===== src/rtl/btn_pkg.sv =====
// btn_pkg: shared constants for the push-button conditioning front end.
// Button indices, the per-button FSM encoding, default timing values and
// the fixed-priority grant helper used by the arbiter.
package btn_pkg;

   localparam int NUM_BTN = 5;

   // Bit positions inside btn_raw / btn_level, bit order {L,R,D,U,C}
   localparam int BTN_C = 0;
   localparam int BTN_U = 1;
   localparam int BTN_D = 2;
   localparam int BTN_R = 3;
   localparam int BTN_L = 4;

   // Defaults sized for a 48.8 kHz clock: ~20 ms, ~400 ms, ~150 ms
   localparam int DEF_DEBOUNCE_CYCLES = 976;
   localparam int DEF_REPEAT_DELAY    = 19520;
   localparam int DEF_REPEAT_PERIOD   = 7320;

   // Bit 1 of the encoding is the accepted (debounced) level
   typedef enum logic [1:0] {
      ST_IDLE      = 2'b00,
      ST_PRESSING  = 2'b01,
      ST_HELD      = 2'b10,
      ST_RELEASING = 2'b11
   } btn_state_e;

   function automatic logic state_level(input btn_state_e st);
      return st[1];
   endfunction

   // One-hot grant of the lowest set index; index 0 (C) has top priority
   function automatic logic [NUM_BTN-1:0] prio_grant(input logic [NUM_BTN-1:0] req);
      logic [NUM_BTN-1:0] g;
      g = '0;
      for (int i = 0; i < NUM_BTN; i++) begin
         if (req[i] && (g == '0)) g[i] = 1'b1;
      end
      return g;
   endfunction

endpackage


===== src/rtl/button_conditioner_if.sv =====
// button_conditioner_if: pad-side inputs and game-board-side outputs of the
// button conditioner. The master drives the raw pads, the slave is the
// conditioner itself.
interface button_conditioner_if;
   import btn_pkg::*;

   logic [NUM_BTN-1:0] btn_raw;
   logic               BTNC;
   logic               BTNU;
   logic               BTND;
   logic               BTNR;
   logic               BTNL;
   logic [NUM_BTN-1:0] btn_level;

   modport master (
      output btn_raw,
      input  BTNC, BTNU, BTND, BTNR, BTNL, btn_level
   );

   modport slave (
      input  btn_raw,
      output BTNC, BTNU, BTND, BTNR, BTNL, btn_level
   );
endinterface


===== src/rtl/btn_debounce.sv =====
// btn_debounce: one button's synchroniser, stability counter, press FSM and
// (when BTN_REPEAT_EN is defined) auto-repeat counter. event_o is high for
// the one cycle before the edge at which a press is accepted, and for each
// auto-repeat tick; the top registers it into its pending flag.
module btn_debounce
   import btn_pkg::*;
#(
   parameter int DEBOUNCE_CYCLES = DEF_DEBOUNCE_CYCLES,
   parameter int REPEAT_DELAY    = DEF_REPEAT_DELAY,
   parameter int REPEAT_PERIOD   = DEF_REPEAT_PERIOD,
   parameter int BTN_IDX         = BTN_C
) (
   input  logic clk,
   input  logic reset,
   input  logic raw_i,
   output logic level_o,
   output logic event_o
);

   localparam int               CNT_W    = $clog2(DEBOUNCE_CYCLES);
   localparam logic [CNT_W-1:0] CNT_TERM = CNT_W'(DEBOUNCE_CYCLES - 1);

   // Repeat reload assumes REPEAT_DELAY >= REPEAT_PERIOD
   if (DEBOUNCE_CYCLES < 2 || REPEAT_PERIOD < 1 || REPEAT_DELAY < REPEAT_PERIOD ||
       BTN_IDX < 0 || BTN_IDX >= NUM_BTN) begin : g_bad_cfg
      $error("btn_debounce: invalid timing or index configuration");
   end

   logic             meta_q, sync_q;
   btn_state_e       state_q, state_d;
   logic [CNT_W-1:0] cnt_q, cnt_d;
   logic             differs, terminal, press_evt, repeat_evt;

   // Two-flop synchroniser for the asynchronous pad level
   always_ff @(posedge clk or posedge reset) begin
      // NOTE: non-blocking so every flop samples pre-edge values and the chain really is two stages.
      if (reset) begin
         meta_q <= 1'b0;
         sync_q <= 1'b0;
      end else begin
         meta_q <= raw_i;
         sync_q <= meta_q;
      end
   end

   assign level_o  = state_level(state_q);
   assign differs  = (sync_q != level_o);
   assign terminal = differs && (cnt_q == CNT_TERM);

   // Stability counter: run length of cycles disagreeing with the accepted level
   always_comb begin
      // NOTE: default first so every path assigns cnt_d and no latch is inferred.
      cnt_d = '0;
      if (differs && !terminal) cnt_d = cnt_q + 1'b1;
   end

   // Next state: a completed run commits the new level, any bounce aborts it
   always_comb begin
      state_d = state_q;
      case (state_q)
         ST_IDLE:      if (sync_q) state_d = ST_PRESSING;
         ST_PRESSING:  if (!sync_q) state_d = ST_IDLE;
                       else if (terminal) state_d = ST_HELD;
         ST_HELD:      if (!sync_q) state_d = ST_RELEASING;
         ST_RELEASING: if (sync_q) state_d = ST_HELD;
                       else if (terminal) state_d = ST_IDLE;
      endcase
   end

   // FSM state and stability counter registers
   always_ff @(posedge clk or posedge reset) begin
      if (reset) begin
         state_q <= ST_IDLE;
         cnt_q   <= '0;
      end else begin
         state_q <= state_d;
         cnt_q   <= cnt_d;
      end
   end

   // Only an accepted press raises an event; a release-bounce back to HELD does not
   assign press_evt = (state_q == ST_PRESSING) && (state_d == ST_HELD);

`ifdef BTN_REPEAT_EN
   if (BTN_IDX != BTN_C) begin : g_repeat
      localparam int               RPT_W      = $clog2(REPEAT_DELAY);
      localparam logic [RPT_W-1:0] RPT_LAST   = RPT_W'(REPEAT_DELAY - 1);
      localparam logic [RPT_W-1:0] RPT_RELOAD = RPT_W'(REPEAT_DELAY - REPEAT_PERIOD);

      logic [RPT_W-1:0] rpt_q, rpt_d;

      // Hold timer: counts continuous HELD cycles, reloads so later ticks are REPEAT_PERIOD apart
      always_comb begin
         rpt_d = '0;
         if (state_q == ST_HELD && state_d == ST_HELD)
            rpt_d = (rpt_q == RPT_LAST) ? RPT_RELOAD : rpt_q + 1'b1;
      end

      // Hold timer register
      always_ff @(posedge clk or posedge reset) begin
         if (reset) rpt_q <= '0;
         else       rpt_q <= rpt_d;
      end

      assign repeat_evt = (state_q == ST_HELD) && (rpt_q == RPT_LAST);
   end else begin : g_no_repeat
      assign repeat_evt = 1'b0;
   end
`else
   assign repeat_evt = 1'b0;
`endif

   assign event_o = press_evt | repeat_evt;

endmodule


===== src/rtl/button_conditioner.sv =====
// button_conditioner: five debounced buttons feeding a pending-flag register
// and a fixed-priority (C > U > D > R > L) single-pulse arbiter. All outputs
// are registered. Optional feature: define BTN_REPEAT_EN for auto-repeat on
// U/D/R/L while held.
module button_conditioner
   import btn_pkg::*;
#(
   parameter int DEBOUNCE_CYCLES = DEF_DEBOUNCE_CYCLES,
   parameter int REPEAT_DELAY    = DEF_REPEAT_DELAY,
   parameter int REPEAT_PERIOD   = DEF_REPEAT_PERIOD
) (
   input logic                 clk,
   input logic                 reset,
   button_conditioner_if.slave bus
);

   logic [NUM_BTN-1:0] evt, level, grant;
   logic [NUM_BTN-1:0] pend_q, pend_d;
   logic [NUM_BTN-1:0] pulse_q;

   for (genvar i = 0; i < NUM_BTN; i++) begin : g_btn
      btn_debounce #(
         .DEBOUNCE_CYCLES (DEBOUNCE_CYCLES),
         .REPEAT_DELAY    (REPEAT_DELAY),
         .REPEAT_PERIOD   (REPEAT_PERIOD),
         .BTN_IDX         (i)
      ) u_debounce (
         .clk     (clk),
         .reset   (reset),
         .raw_i   (bus.btn_raw[i]),
         .level_o (level[i]),
         .event_o (evt[i])
      );
   end

   // Grant the top pending request; a fresh event on the granted bit keeps it pending
   always_comb begin
      grant  = prio_grant(pend_q);
      pend_d = (pend_q & ~grant) | evt;
   end

   // Pending flags and registered one-cycle pulses
   always_ff @(posedge clk or posedge reset) begin
      if (reset) begin
         pend_q  <= '0;
         pulse_q <= '0;
      end else begin
         pend_q  <= pend_d;
         pulse_q <= grant;
      end
   end

   assign bus.btn_level = level;
   assign bus.BTNC      = pulse_q[BTN_C];
   assign bus.BTNU      = pulse_q[BTN_U];
   assign bus.BTND      = pulse_q[BTN_D];
   assign bus.BTNR      = pulse_q[BTN_R];
   assign bus.BTNL      = pulse_q[BTN_L];

endmodule


===== src/flat_wrapper.sv =====
// flat-port wrapper written by rule: the top's interface ports become plain ports
module button_conditioner_flat import btn_pkg::*;
#(
   parameter int DEBOUNCE_CYCLES = DEF_DEBOUNCE_CYCLES,
   parameter int REPEAT_DELAY    = DEF_REPEAT_DELAY,
   parameter int REPEAT_PERIOD   = DEF_REPEAT_PERIOD
)
  (clk, reset, bus_btn_raw, bus_BTNC, bus_BTNU, bus_BTND, bus_BTNR, bus_BTNL, bus_btn_level);
  button_conditioner_if bus_i ();
  input logic clk;
  input logic reset;
  input wire logic [$bits(bus_i.btn_raw)-1:0] bus_btn_raw;
  output wire logic [$bits(bus_i.BTNC)-1:0] bus_BTNC;
  output wire logic [$bits(bus_i.BTNU)-1:0] bus_BTNU;
  output wire logic [$bits(bus_i.BTND)-1:0] bus_BTND;
  output wire logic [$bits(bus_i.BTNR)-1:0] bus_BTNR;
  output wire logic [$bits(bus_i.BTNL)-1:0] bus_BTNL;
  output wire logic [$bits(bus_i.btn_level)-1:0] bus_btn_level;
  assign bus_i.btn_raw = bus_btn_raw;
  assign bus_BTNC = bus_i.BTNC;
  assign bus_BTNU = bus_i.BTNU;
  assign bus_BTND = bus_i.BTND;
  assign bus_BTNR = bus_i.BTNR;
  assign bus_BTNL = bus_i.BTNL;
  assign bus_btn_level = bus_i.btn_level;
  button_conditioner #(.DEBOUNCE_CYCLES(DEBOUNCE_CYCLES), .REPEAT_DELAY(REPEAT_DELAY), .REPEAT_PERIOD(REPEAT_PERIOD)) u_core (.clk(clk), .reset(reset), .bus(bus_i));
endmodule

===== config.mk =====
export PLATFORM = sky130hd
export DESIGN_NAME = button_conditioner_flat
export DESIGN_NICKNAME = d
export VERILOG_FILES = /design/src/rtl/btn_pkg.sv /design/src/rtl/button_conditioner_if.sv /design/src/rtl/btn_debounce.sv /design/src/rtl/button_conditioner.sv /design/src/flat_wrapper.sv
export SDC_FILE = /design/constraint.sdc
export NUM_CORES = 1
export LEC_CHECK = 0
export BUFFER_PORTS_ARGS = -buffer_cell sky130_fd_sc_hd__clkbuf_2
export CORE_MARGIN = 2
export CORE_UTILIZATION = 45
export DETAILED_ROUTE_END_ITERATION = 10
export PLACE_DENSITY = 0.63
export SETUP_SLACK_MARGIN = 0.4
export SLEW_MARGIN = 20
export SYNTH_ARGS = -nofsm -noshare
export SYNTH_HDL_FRONTEND = slang
export SYNTH_SLANG_ARGS = --single-unit

===== constraint.sdc =====
create_clock -name clk -period 2.7 [get_ports clk]
set_input_delay 0.27 -clock clk [delete_from_list [all_inputs] [get_ports clk]]
set_output_delay 0.27 -clock clk [all_outputs]
set_load 0.1 [all_outputs]

Word level (Yosys, flattened, before mapping)
Index checks and enable logic that the tools add are counted.

Add/sub/neg operators: 5. Equal/unequal tests: 30. Muxes and demuxes: 45. Bitwise operators: 4. Reductions and logical operators: 32.

Operators with widths (count): 2-bit 2-to-1 mux (30); 10-bit by 1-bit adder with 10-bit output, second input constant (5); 10-bit == test, second input constant (5); 10-bit 2-to-1 mux (5); 2-bit case mux with 4 select lines (5); 2-bit == test, second input constant (15); 1-bit logical AND (19); 2-bit zero test (6); 2-bit by 1-bit == test with 1-bit output, second input constant (5); 5-bit bitwise AND (1); 1-bit zero test (5); 1-bit 2-to-1 mux (5); 1-bit != test (5); 5-bit inverter (1); 5-bit OR (1); 4-bit zero test (1); 3-bit zero test (1); 1-bit inverter (1).

Bits in registers: 80. Bits of input ports: 7. Output and inout port bits: 10. Word-level logic and storage cells: 138.

Longest topological paths before layout
Gate-level depths: netlist of run 1.

Depth in word-level cells: 16. Mapped depth: 5. Mapped depth without buffers: 5.

Hierarchy
A second synthesis of run 1 with hierarchy kept.

Cell total of the unflattened synthesis: 354. Area total of the unflattened synthesis: 3892.5 um2.

By module, submodules not included: btn_debounce (instances 5, cells an instance 66, area each 709.4 um2, sequential area each 350.3 um2); button_conditioner (instances 1, cells an instance 24, area each 345.3 um2, sequential area each 250.2 um2).

Worst setup path before layout of run 1
OpenSTA, ideal clock, no wires.

Path type: reg-to-reg. Start point: reg u_core.g_btn[2].u_debounce.cnt_q[0]. End point: reg u_core.g_btn[2].u_debounce.cnt_q[3]. Arrival: 1455 ps. Required time: 2550 ps. Slack: 1095 ps. Cell stages (with the launch flop): 5. Path buffers: 0. Cells stage by stage: dfrtp_1 -> ha_1 -> nand3_1 -> o31ai_1 -> nor2_1.

Word-level cells in the longest chain between the ends: 5. Elaborated cells on any way between the ends: 6. Classes of those cells: add/sub: 1; eq/ne: 1; mux: 1; reduce/logical: 3.

Ends and longest elaborated chain: start, declared (line btn_debounce.sv:31) `logic [CNT_W-1:0] cnt_q, cnt_d;`; start signal, assigned (line btn_debounce.sv:77) `cnt_q <= cnt_d;`; parallel branches: the longest is 4 deep, another holds 10-bit by 1-bit adder with 10-bit output; 10-bit 2-to-1 mux * (line btn_debounce.sv:54) `if (differs && !terminal) cnt_d = cnt_q + 1'b1;`; via u_core.g_btn[2].u_debounce.cnt_d[3] (line btn_debounce.sv:31).

Mark *: on every way through the listed nets, which the timed path passes.

Worst setup path after layout of run 1
Start point: reg u_core.g_btn[3].u_debounce.cnt_q[5]. End point: reg u_core.g_btn[3].u_debounce.cnt_q[3].

Word-level cells in the longest chain between the ends: 5.

Ends and longest elaborated chain: start, declared (line btn_debounce.sv:31); start signal, assigned (line btn_debounce.sv:77); 10-bit == test (line btn_debounce.sv:48) `assign terminal = differs && (cnt_q == CNT_TERM);`; 1-bit logical AND (line btn_debounce.sv:48); 1-bit zero test (line btn_debounce.sv:54); 1-bit logical AND (line btn_debounce.sv:54); 10-bit 2-to-1 mux (line btn_debounce.sv:54); via u_core.g_btn[3].u_debounce.cnt_d[3] (line btn_debounce.sv:31).

The timed path passes the listed nets, and every way through them passes these cells.

==> results.py, run 1 <==
metrics = {
    "synthesis": {
        "syn_nets": 366,
        "ys_top_cells_by_area": "dfrtp_1, nor2_1, ha_1",
        "yosysTopAreaCell": "dfrtp_1",
        "syn_area_um2": 3640,
        "ys_ff_latch": 80,
        "synth_common_cells": "dfrtp_1, nor2_1, nand2_1",
        "synthCells": 349,
        "yosysUniqueCellTypes": 39,
        "avgSynthCellArea_um2": 10.4,
        "synth_edf_count": 0,
        "yosysWarnings": 0,
        "yosysTopAreaCellShare_pct": 55.0,
        "async_flop_share_pct": 100,
        "synth.most_common_cell": "dfrtp_1",
        "synth_ff_type": "dfrtp_1",
        "yosysSeqAreaShare_pct": 55.0,
    },
    "setup_path": {
        "rrSetupSlack_ns": 0.96,
        "path_class": "flip-flop to flip-flop",
        "critPathRequiredTime_ns": 2.89,
        "end_kind": "flip-flop",
        "r2r-start": "u_core.g_btn[3].u_debounce.cnt_q[5]",
        "path_delay_family": "compound AO/OA/AOI/OAI gates",
        "rr_worst_depth": 3,
        "worstPathCellList": "or3b_4 -> o31ai_2 -> nor2_1",
        "crit_arrival_ns": 1.93,
        "regToRegEndpoint": "u_core.g_btn[3].u_debounce.cnt_q[3]",
        "critPathMaxStageDelay_ns": 0.63,
        "cp_max_fo": 9,
        "cp-start-kind": "flip-flop",
        "slowest_stage": "o31ai_2",
        "path_buf_inv": 0,
    },
    "routing": {
        "vias": 2546,
        "vias_per_cell": 5.29,
        "drtIter0Drc": 87,
        "drc": 0,
        "routed_wl_um": 5860,
        "firstDrtPassIters": 4,
        "ant_nets": 0,
        "wire_per_inst_um": 12.2,
    },
    "cells_and_area": {
        "fin_cells": 481,
        "final_util_pct": 51.9,
        "nets": 391,
        "seq_area_um2": 2000,
        "drive_above_1_share_pct": 11.9,
        "multi_input_area_um2": 1520,
        "area_growth_pct": 10.6,
        "antennaDiodeCount": 0,
        "fillers": 714,
    },
    "global_route": {
        "antenna_found_initial": 0,
        "grt_usage_pct": 14.9,
        "grt_max_degree": 50,
        "grt_pass1_wl_um": 10600,
        "grt_pass1_vias": 2421,
        "overflow": 0,
    },
    "cts": {
        "clkTransAtPathRegs_ns": 0.09,
        "cts_buffers": 9,
        "cts_buffer_depth": 2,
        "ctsHtreeMaxLevel": 3,
        "ctsHoldBuffers": 0,
        "cts_sinks": 80,
        "cts-root-buf": "clkbuf_8",
        "ctsResizeCount": 0,
        "post_cts_buffers": 0,
        "cts_tree": "yes",
        "insertion_delay_ns": 0.34,
    },
    "power_and_ir_drop": {
        "leakage_nw": 1.75,
        "powerDensity_nw_per_um2": 525,
        "ir_drop_uv": 444,
    },
    "sta": {
        "rsz0062_at_grt": "no",
        "hold_viol": 0,
        "setup_ws_ns": 0.963,
        "setup-violations-final": 0,
        "worst_slew_pin_slew_ns": 0.697,
        "clock_skew_ns": 0.0133,
        "period_share_pct": 64.3,
        "tns_ns": 0,
        "drv_slew": 0,
        "period_needed_ns": 1.74,
        "timing.hold.ws_ns": 0.0226,
        "slew_headroom_pct": 53.4,
        "clock.fmax_mhz": 576,
    },
    "placed_design": {
        "pre_cts_slack_ns": 0.942,
        "dp_cells": 465,
        "dpl.hpwl_um": 4180,
        "gp_congestion": 0.767,
        "io_buffer_count": 16,
    },
    "status": {
        "status": "complete, no violations",
    },
    "floorplan": {
        "die_height_um": 94.0,
        "die_x_um": 94.0,
        "ioPinCount": 17,
        "core-area_um2": 7770,
        "rows": 32,
        "start_util_pct": 46.9,
        "die_area_um2": 8830,
    },
    "worst_hold_path": {
        "hold_path.class": "input pin to asynchronous set/reset pin",
    },
    "flow_run": {
        "max_cap_violations": 0,
    },
}
final cells by class:
type / count / area share, %
Tap cell: 102 / 3.17
Multi-Input combinational cell: 241 / 37.6
Sequential cell: 80 / 49.7
Clock inverter: 5 / 0.807
Inverter: 22 / 2.14
Timing Repair Buffer: 20 / 3.04
Clock buffer: 11 / 3.51
state kept, by name (all words and copies together), names as in the netlist:
name / count
u_core.g_btn.u_debounce.cnt_q: 50
u_core.g_btn.u_debounce.state_q: 10
u_core.g_btn.u_debounce.meta_q: 5
u_core.g_btn.u_debounce.sync_q: 5
u_core.pend_q: 5
u_core.pulse_q: 5
cell families (layout without fill, tap and decap cells):
kind of cell / Yosys count / count (layout) / share of synthesized area, %
AO/OA/AOI/OAI: 66 / 66 / 11.5
XOR/XNOR: 20 / 20 / 4.81
buffers and inverters: 28 / 58 / 3.40
multiplexers: 2 / 2 / 0.618
flip-flops: 80 / 80 / 55.0
AND/OR/NAND/NOR: 143 / 143 / 21.2
adder cells (fa/ha/maj): 10 / 10 / 3.44
stage by stage:
step	total power, mW	cell area [um^2]
6_report	2.11	4030
3_3_place_gp	1.38	3850
2_1_floorplan	1.35	3650
3_5_place_dp	1.38	3850
4_1_cts	2.15	4030
5_1_grt	2.23	4030
layout by cell type (no fill, tap or decap), drive strengths merged, types with 10 or more instances in the layout:
master  count
nor2       36
o31ai      16
xnor2      11
or3        11
nand3      13
dfrtp      80
or4        16
clkbuf     27
nand2      31
ha         10
inv        21
o21ai      16
a21oi      23
per-layer routing:
metal | GRT usage, % | routed length (um) | part of all wire (%) | vias to the layer above
li1 | - | - | - | 1299
met1 | 20.4 | 2890 | 49 | 1218
met2 | 23.1 | 2730 | 47 | 24
met3 | 3.77 | 169 | 2.9 | 5
met4 | 5.43 | 65 | 1.1 | 0
met5 | 0 | 0 | 0 | -
worst reg2reg max path, delay by kind of cell, from the launching register on:
kind	cells	cell delay, ns
flip-flops	1	0.43
AO/OA/AOI/OAI	1	0.63
AND/OR/NAND/NOR	2	0.55
worst max path at each step:
stage | startpoint | endpoint | slack, ns | depth (start not counted)
after floorplan | u_core.g_btn[2].u_debounce.cnt_q[0] | u_core.g_btn[2].u_debounce.cnt_q[3] | 1.09 | 4
after global placement | u_core.g_btn[0].u_debounce.cnt_q[0] | u_core.g_btn[0].u_debounce.cnt_q[5] | 0.99 | 5
after detailed placement | u_core.g_btn[3].u_debounce.cnt_q[5] | u_core.g_btn[3].u_debounce.cnt_q[4] | 0.94 | 3
after CTS | u_core.g_btn[3].u_debounce.cnt_q[5] | u_core.g_btn[3].u_debounce.cnt_q[3] | 0.96 | 3
after global routing | u_core.g_btn[3].u_debounce.cnt_q[0] | u_core.g_btn[3].u_debounce.cnt_q[4] | 0.81 | 4
final | u_core.g_btn[3].u_debounce.cnt_q[5] | u_core.g_btn[3].u_debounce.cnt_q[3] | 0.96 | 3
power by group:
group	internal (mW)	switching, mW	leakage, nW
Clock	0.356	0.406	0.0813
Sequential	1.23	0.0241	1.07
Combinational	0.0399	0.0602	0.607
Total	1.62	0.490	1.75
Note: power is estimated with default switching activity, not from simulation.
==> inputs of run 2 (changes only) <==
Clock period 2.7 ns to 1.6 ns, I/O delays scaled along.
==> run 2 against run 1 <==
Net effect:
- critical path depth unchanged
- sequential share of layout area decreased by 13 points
- critical path type unchanged
- largest power group unchanged
- die area unchanged
- maximum frequency increased by 15%
- utilization increased by 19 points
- non-clock buffer count increased by 76
- worst hold slack improved by 0.33 ns
- register-to-register slack got worse by 0.88 ns
- combinational power increased to 3.5 times the previous value
==> results.py, run 2 (synthesized netlist as in run 1, its figures left out) <==
metrics = {
    "sta": {
        "hold_viol": 0,
        "setup-violations-final": 0,
        "slew_headroom_pct": 71.8,
        "rsz0062_at_grt": "yes",
        "clock_skew_ns": 0.00689,
        "period_needed_ns": 1.51,
        "period_share_pct": 94.6,
        "tns_ns": 0,
        "drv_slew": 0,
        "worst_slew_pin_slew_ns": 0.423,
        "clock.fmax_mhz": 661,
    },
    "global_route": {
        "grt_pass1_wl_um": 13400,
        "gr-usage-met3_pct": 4.49,
        "grt-busiest-layer": "met2",
        "use_met2_pct": 33.4,
        "overflow": 0,
        "grt_use_met1_pct": 24.0,
        "grt_usage_pct": 19.2,
        "antenna_found_initial": 0,
        "grt_pass1_vias": 2977,
        "grt_max_degree": 81,
    },
    "cells_and_area": {
        "antennaDiodeCount": 0,
        "fin_cells": 558,
        "drive_above_1_share_pct": 47.6,
        "top_register": "u_core.g_btn.u_debounce.cnt_q",
        "final_util_pct": 70.5,
        "final_common_cell": "dfrtp_1",
        "largest_register_ffs": 50,
        "layout_common_cells": "dfrtp_1, buf_4, nand2_1, nor2_1, buf_6",
        "top_regs": "u_core.g_btn.u_debounce.cnt_q (50), u_core.g_btn.u_debounce.state_q (10)",
        "fillers": 556,
        "nets": 468,
        "area_growth_pct": 50.4,
    },
    "routing": {
        "vias_per_cell": 5.31,
        "routed_wl_um": 8030,
        "wire_per_inst_um": 14.4,
        "firstDrtPassIters": 4,
        "vias": 2962,
        "drtIter0Drc": 108,
        "drc": 0,
        "ant_nets": 0,
    },
    "floorplan": {
        "die_height_um": 94.0,
        "core-area_um2": 7770,
        "die_area_um2": 8830,
        "start_util_pct": 46.9,
        "die_x_um": 94.0,
        "rows": 32,
        "ioPinCount": 17,
    },
    "setup_path": {
        "cp-start-kind": "flip-flop",
        "rrSetupSlack_ns": 0.09,
        "r2r-start": "u_core.g_btn[3].u_debounce.cnt_q[5]",
        "rr_worst_depth": 3,
        "critPathRequiredTime_ns": 1.87,
        "cp_max_fo": 2,
        "regToRegEndpoint": "u_core.pend_q[3]",
        "crit_arrival_ns": 1.79,
        "end_kind": "flip-flop",
        "path_class": "flip-flop to flip-flop",
    },
    "cts": {
        "ctsHtreeMaxLevel": 3,
        "insertion_delay_ns": 0.34,
        "cts_sinks": 80,
        "cts_buffers": 9,
        "cts-root-buf": "clkbuf_8",
        "cts_tree": "yes",
        "clkTransAtPathRegs_ns": 0.08,
        "cts_buffer_depth": 2,
    },
    "placed_design": {
        "dp_cells": 471,
        "gp_congestion": 0.788,
        "dpl.hpwl_um": 4410,
        "io_buffer_count": 16,
    },
    "power_and_ir_drop": {
        "leakage_nw": 2.29,
        "powerDensity_nw_per_um2": 694,
        "ir_drop_uv": 470,
    },
    "worst_hold_path": {
        "worstHoldEndpoint": "u_core.g_btn[2].u_debounce.sync_q",
        "hp-start": "u_core.g_btn[2].u_debounce.meta_q",
        "hold_path.class": "flip-flop to flip-flop",
        "holdPathStages": 0,
    },
    "flow_run": {
        "max_cap_violations": 0,
    },
    "status": {
        "status": "complete, no violations",
    },
}
[run 2: worst max path at each step]
stage / from / end / slack, ns / depth (start not counted)
after floorplan: u_core.g_btn[3].u_debounce.sync_q / u_core.pend_q[3] / 0.09 / 5
after global placement: u_core.g_btn[3].u_debounce.sync_q / u_core.pend_q[3] / 0.09 / 5
after detailed placement: u_core.g_btn[0].u_debounce.sync_q / u_core.g_btn[0].u_debounce.state_q[1] / 0.02 / 5
after CTS: u_core.g_btn[3].u_debounce.cnt_q[5] / u_core.pend_q[3] / 0.07 / 3
after global routing: u_core.g_btn[3].u_debounce.cnt_q[5] / u_core.g_btn[3].u_debounce.state_q[1] / 0.05 / 3
final: u_core.g_btn[3].u_debounce.cnt_q[5] / u_core.pend_q[3] / 0.09 / 3
[run 2: through the flow]
step / total power, mW / hold slack (ns) / worst slack (ns) / area, um^2
global placement: 2.37 / 0.268 / 0.0896 / 4240
finish: 3.80 / 0.351 / 0.0864 / 5480
floorplan: 2.32 / 0.191 / 0.0857 / 3990
global route: 3.99 / 0.359 / 0.0489 / 5480
detailed placement: 2.37 / 0.270 / 0.0166 / 4240
CTS: 3.81 / 0.355 / 0.0679 / 5170
[run 2: per-layer routing]
layer / vias up / share of wire, %
met4: 0 / 0.72
met5: - / 0
li1: 1456 / -
met3: 5 / 2.7
met1: 1461 / 44
met2: 40 / 53
[run 2: area by class of cell]
type                            instances  area [um^2]  share of cell area, %
Sequential cell                        80         2010                   36.8
Tap cell                              102          128                   2.33
Inverter                               22         86.3                   1.58
Timing Repair Buffer                   96          881                   16.1
Clock buffer                           11          141                   2.58
Multi-Input combinational cell        242         2200                   40.1
Clock inverter                          5         31.3                  0.571
[run 2: repair_timing]
action,CTS,global route
hold endpoints to repair,85,0
resized for setup,77,47
endpoints found under the setup margin,70,69
pin swaps,38,28
cloned,1,0
hold buffers,6,0
setup buffers,48,16
[run 2: report_power, final]
group | leakage [nW] | switching, mW | total [mW] | internal, mW
registers | 1.05 | 0.0578 | 2.13 | 2.07
logic | 1.15 | 0.173 | 0.351 | 0.178
clock network | 0.0895 | 0.716 | 1.32 | 0.604
[run 2: worst max-delay path: stages (launching register included)]
cell	delay, ns
dfrtp_1	0.39
or3b_4	0.40
or4_4	0.55
o21ai_2	0.11
